### src/rtl/cp_theta_slice_engine_pkg.sv
// Shared constants, state encoding and index helper for the theta slice engine.
package cp_theta_slice_engine_pkg;

    localparam int unsigned CP_SLICE_W = 25;
    localparam int unsigned CP_ADDR_W  = 6;
    localparam logic [CP_ADDR_W-1:0] CP_PRIME_ADDR = '1;
    localparam int unsigned CP_LANES   = 5;

    typedef enum logic [1:0] {
        ST_IDLE,
        ST_PRIME,
        ST_RUN,
        ST_DRAIN
    } state_e;

    function automatic int unsigned bit_idx(input int unsigned y, input int unsigned x);
        return CP_LANES * y + x;
    endfunction

endpackage

### src/rtl/cp_theta_slice_engine_column_parity.sv
// Column parity of one 5x5 slice: C[x] = XOR over y of slice[5y+x].
module cp_column_parity
    import cp_theta_slice_engine_pkg::*;
(
    input  logic [CP_SLICE_W-1:0] slice_i,
    output logic [CP_LANES-1:0]   parity_o
);

    always_comb begin
        parity_o = '0;
        for (int unsigned x = 0; x < CP_LANES; x++) begin
            for (int unsigned y = 0; y < CP_LANES; y++) begin
                parity_o[x] = parity_o[x] ^ slice_i[bit_idx(y, x)];
            end
        end
    end

endmodule

### src/rtl/cp_theta_slice_engine.sv
// Theta pass over a 64-slice state: primes with slice 63, then reads, corrects
// and writes back slices 0..63 at one slice per cycle.
module cp_theta_slice_engine
    import cp_theta_slice_engine_pkg::*;
#(
    parameter int unsigned ADDR_W  = CP_ADDR_W,
    parameter int unsigned SLICE_W = CP_SLICE_W
) (
    input  logic               clk,
    input  logic               reset,
    input  logic               start,
    output logic               rd_en,
    output logic [ADDR_W-1:0]  rd_addr,
    input  logic [SLICE_W-1:0] rd_data,
    output logic               wr_en,
    output logic [ADDR_W-1:0]  wr_addr,
    output logic [SLICE_W-1:0] wr_data,
    output logic               busy,
    output logic               done
);

    localparam logic [ADDR_W-1:0] LAST_ADDR = '1;

    state_e              state_q, state_d;
    logic [ADDR_W-1:0]   cnt_q, cnt_d;
    logic                drain_q, drain_d;

    logic                rd_vld_q;
    logic                rd_prime_q;
    logic [ADDR_W-1:0]   rd_addr_q;
    logic [CP_LANES-1:0] prev_c_q;
    logic [CP_LANES-1:0] c_cur;
    logic [CP_LANES-1:0] d_col;
    logic [SLICE_W-1:0]  theta_out;

    logic                wr_en_q;
    logic [ADDR_W-1:0]   wr_addr_q;
    logic [SLICE_W-1:0]  wr_data_q;
    logic                done_q;

    always_ff @(posedge clk or posedge reset) begin
        if (reset) begin
            state_q <= ST_IDLE;
            cnt_q   <= '0;
            drain_q <= 1'b0;
        end else begin
            state_q <= state_d;
            cnt_q   <= cnt_d;
            drain_q <= drain_d;
        end
    end

    always_comb begin
        state_d = state_q;
        cnt_d   = cnt_q;
        drain_d = drain_q;
        rd_en   = 1'b0;
        rd_addr = '0;
        case (state_q)
            ST_IDLE: begin
                if (start) state_d = ST_PRIME;
            end
            ST_PRIME: begin
                rd_en   = 1'b1;
                rd_addr = LAST_ADDR;
                cnt_d   = '0;
                state_d = ST_RUN;
            end
            ST_RUN: begin
                rd_en   = 1'b1;
                rd_addr = cnt_q;
                if (cnt_q == LAST_ADDR) begin
                    state_d = ST_DRAIN;
                    drain_d = 1'b0;
                end else begin
                    cnt_d = cnt_q + 1'b1;
                end
            end
            ST_DRAIN: begin
                drain_d = 1'b1;
                if (drain_q) begin
                    state_d = ST_IDLE;
                    drain_d = 1'b0;
                end
            end
            default: state_d = ST_IDLE;
        endcase
    end

    assign busy = (state_q != ST_IDLE);

    cp_column_parity u_parity (
        .slice_i  (rd_data),
        .parity_o (c_cur)
    );

    always_comb begin
        d_col     = '0;
        theta_out = rd_data;
        for (int unsigned x = 0; x < CP_LANES; x++) begin
            d_col[x] = c_cur[(x + 4) % CP_LANES] ^ prev_c_q[(x + 1) % CP_LANES];
        end
        for (int unsigned y = 0; y < CP_LANES; y++) begin
            for (int unsigned x = 0; x < CP_LANES; x++) begin
                theta_out[bit_idx(y, x)] = rd_data[bit_idx(y, x)] ^ d_col[x];
            end
        end
    end

    // Read-side tags follow the synchronous memory by one cycle; the prime read
    // only loads prev_c and never produces a write.
    always_ff @(posedge clk or posedge reset) begin
        if (reset) begin
            rd_vld_q   <= 1'b0;
            rd_prime_q <= 1'b0;
            rd_addr_q  <= '0;
            prev_c_q   <= '0;
            wr_en_q    <= 1'b0;
            wr_addr_q  <= '0;
            wr_data_q  <= '0;
            done_q     <= 1'b0;
        end else begin
            rd_vld_q   <= rd_en;
            rd_prime_q <= (state_q == ST_PRIME);
            rd_addr_q  <= rd_addr;
            if (rd_vld_q) prev_c_q <= c_cur;
            wr_en_q <= rd_vld_q & ~rd_prime_q;
            done_q  <= rd_vld_q & ~rd_prime_q & (rd_addr_q == LAST_ADDR);
            if (rd_vld_q && !rd_prime_q) begin
                wr_addr_q <= rd_addr_q;
                wr_data_q <= theta_out;
            end
        end
    end

    assign wr_en   = wr_en_q;
    assign wr_addr = wr_addr_q;
    assign wr_data = wr_data_q;
    assign done    = done_q;

endmodule

### config.mk
export PLATFORM = sky130hd
export DESIGN_NAME = cp_theta_slice_engine
export DESIGN_NICKNAME = d
export VERILOG_FILES = /design/src/rtl/cp_theta_slice_engine_pkg.sv /design/src/rtl/cp_theta_slice_engine_column_parity.sv /design/src/rtl/cp_theta_slice_engine.sv
export SDC_FILE = /design/constraint.sdc
export NUM_CORES = 1
export LEC_CHECK = 0
export ABC_AREA = 1
export CORE_MARGIN = 2
export CORE_UTILIZATION = 25
export DETAILED_ROUTE_END_ITERATION = 8
export GPL_TIMING_DRIVEN = 0
export PLACE_DENSITY_LB_ADDON = 0.3
export SLEW_MARGIN = 20
export SYNTH_ARGS = -nofsm -noshare
export SYNTH_HDL_FRONTEND = slang
export SYNTH_SLANG_ARGS = --single-unit
### constraint.sdc
create_clock -name clk -period 3.95 [get_ports clk]
set_input_delay 0.9875 -clock clk [delete_from_list [all_inputs] [get_ports clk]]
set_output_delay 0.9875 -clock clk [all_outputs]
set_load 0.1 [all_outputs]
==> flow_summary.yaml <==
sta:
  fmax_mhz: 272
  tightest_slew_ns: 1.00
  min_period_over_period: 0.930
  final_max_slew_viol_count: 0
  rsz0062_at_grt: "no"
  tns_ns: 0
  relSlewSlack: 0.330
  layout_setup_ws_ns: 0.278
  min_period_ns: 3.67
  setup_viol: 0
  finClkSkew_ns: 0.00598
  hold_viol: 0
floorplanning:
  io_pins: 69
  fp.dieH_um: 113
  rows: 39
  core_um2: 11600
  die_area_um2: 12900
  start_util: 0.259
  die_w_um: 113
clock_tree:
  cts_buffers: 5
  path_clk_slew_ns: 0.07
  root_buffer: "clkbuf_16"
  cts_resized: 0
  ctsHoldBuffers: 0
  clk_latency_ns: 0.29
  cts.path.max_buffers: 2
  post-cts-setup-buffers: 0
  h-tree-depth: 2
  cts_tree: "yes"
  numClockSinks: 55
grt:
  grt_pass1_wl_um: 14000
  grt_overflow: 0
  grt_pass1_vias: 2868
  antenna_found_initial: 0
  grt_max_degree: 30
  grtUsageTotal: 0.136
cells_and_area:
  area_delta_synth_final_pct: 35.9
  antenna_cells: 0
  layout_common_cells: "nand3_1, nand2_1, clkdlybuf4s50_1, dfrtp_1, inv_1"
  post-route-util: 0.352
  nNetsFinal: 498
  drive_gt1_frac: 0.0452
  layout_commonest_cell: "nand3_1"
  fillerInstances: 1198
setup_path:
  r2r_start: "state_q[1]$_DFFE_PP0P_"
  path_class: "register to primary output"
  cp_max_fo: 7
  arrival_ns: 2.68
  r2r_setup_slack_ns: 2.30
  r2r_cells: 7
  worstSetupStartpoint: "state_q[1]$_DFFE_PP0P_"
  start_kind: "register"
  r2r_end: "cnt_q[5]$_DFFE_PP0P_"
  cp-end-kind: "primary output"
  critPathCapture: "rd_addr[5]"
  required_ns: 2.96
synthesis:
  synth_cells: 388
  yosys_warnings: 0
  netlist_top_cells_area: "dfrtp_1, nand3_1, nand2_1"
  synth_nets: 422
  syn-cell-area_um2: 2990
  synth_seq_area_share: 0.460
  synth_seq_cells: 55
  synth_top_area_share: 0.460
  synth_area_per_cell_um2: 7.71
  synth_top_cell_by_area: "dfrtp_1"
  synth.distinct_cells: 27
pwr:
  p_leak_nw: 1.95
  p_comb_frac: 0.385
  peakVddDrop_v: 0.000182
  p_switching_uw: 827
  p_per_area_nw_per_um2: 492
  power_frac_seq: 0.330
  p_int_mw: 1.17
  power.total_mw: 2.00
  p_sw_frac: 0.413
  clkPwrFrac: 0.285
detailed_routing:
  final_antenna_net_count: 0
  wl_per_cell_um: 13.7
  vias: 2849
  post-route-drc-count: 0
  totalWireLength_um: 8340
  vias_per_cell: 4.69
  firstDrtPassIters: 4
  first_iter_violations: 129
job:
  drv_cap: 0
placed_design:
  place_congestion: 0.835
  dpl.hpwl_um: 6220
  io_buffers: 68
  dp_worst_setup_slack_ns: 0.612
worst_hold_path:
  min_from: "rd_addr_q[1]$_DFF_PP0_"
  hold_class: "register to register"
outcome:
  outcome: "complete, no violations"
synth_stat cells:
cell type and count:
nand3_1 114, nand2_1 111, dfrtp_1 55, inv_1 38, o21ai_0 11, a21oi_1 9, ha_1 6, nand3b_1 6
nor2_1 6, xnor2_1 5, xor2_1 5, clkbuf_1 4, buf_2 3, nand2_4 2, a22oi_1 1, a31oi_1 1
and3_1 1, clkbuf_8 1, nand2_2 1, nand3_2 1, nand4_1 1, nor2_2 1, nor3_1 1, nor3_2 1
nor4_1 1, o211ai_2 1, o21ai_1 1
worst max-delay path, stage by stage, from the launching register on:
cell             delay, ns
dfrtp_1               0.40
inv_1                 0.10
ha_1                  0.33
inv_1                 0.12
a21oi_1               0.25
clkdlybuf4s50_1       1.19
layout make-up:
class / instances / area, um^2 / share of cell area
well taps: 143 / 179 / 0.0440
clock buffers: 5 / 125 / 0.0308
flip-flops and latches: 55 / 1380 / 0.339
repair buffers: 69 / 701 / 0.172
clock inverters: 3 / 67.6 / 0.0166
plain buffers: 8 / 43.8 / 0.0108
inverters: 38 / 145 / 0.0357
multi-input cells: 287 / 1430 / 0.351
cell families after synthesis:
| group | share of synthesized area |
|---|---|
| simple gates | 0.379 |
| flops | 0.460 |
| buf+inv | 0.0623 |
| compound gates | 0.0439 |
| xor+xnor | 0.0293 |
| fa+ha+maj | 0.0251 |
worst min path at each step:
stage                         endpoint  slack [ns]  cells after the start
2_1_floorplan   wr_addr[4]$_DFFE_PP0P_        0.44                      2
3_3_place_gp    wr_addr[1]$_DFFE_PP0P_        0.46                      2
3_5_place_dp    wr_addr[1]$_DFFE_PP0P_        0.46                      2
4_1_cts         wr_addr[1]$_DFFE_PP0P_        0.47                      2
5_1_grt        wr_data[24]$_DFFE_PP0P_        0.51                      2
6_report        wr_addr[1]$_DFFE_PP0P_        0.47                      2
sequential cells by signal (all words and copies together) (netlist names):
name        flops
rd_prime_q      1
prev_c_q        5
rd_addr_q       6
state_q         2
drain_q         1
done            1
wr_en           1
rd_vld_q        1
wr_data        25
cnt_q           6
wr_addr         6
routing by layer:
layer	up-vias	routed length [um]	global-route usage	part of all wire
met5	-	0	0	0
met4	0	53	0.0309	0.0064
met3	7	391	0.0234	0.047
met2	75	4130	0.238	0.49
met1	1331	3770	0.177	0.45
li1	1436	-	-	-
through the flow:
step | hold WS (ns) | area [um^2] | cells
detailed placement | 0.457 | 3870 | 600
global placement | 0.459 | 3850 | 599
finish | 0.473 | 4070 | 608
global route | 0.507 | 4070 | 608
CTS | 0.475 | 4070 | 608
floorplan | 0.444 | 2990 | 388
power by group through the flow:
| stage | clock network [mW] | logic (mW) | registers [mW] |
|---|---|---|---|
| after floorplan | 0 | 0.179 | 1.06 |
| after global placement | 0 | 0.763 | 0.669 |
| after detailed placement | 0 | 0.772 | 0.672 |
| after CTS | 0.583 | 0.774 | 0.661 |
| after global routing | 0.608 | 0.820 | 0.669 |
| final | 0.570 | 0.771 | 0.660 |
Power figures use the tool's default switching activity.
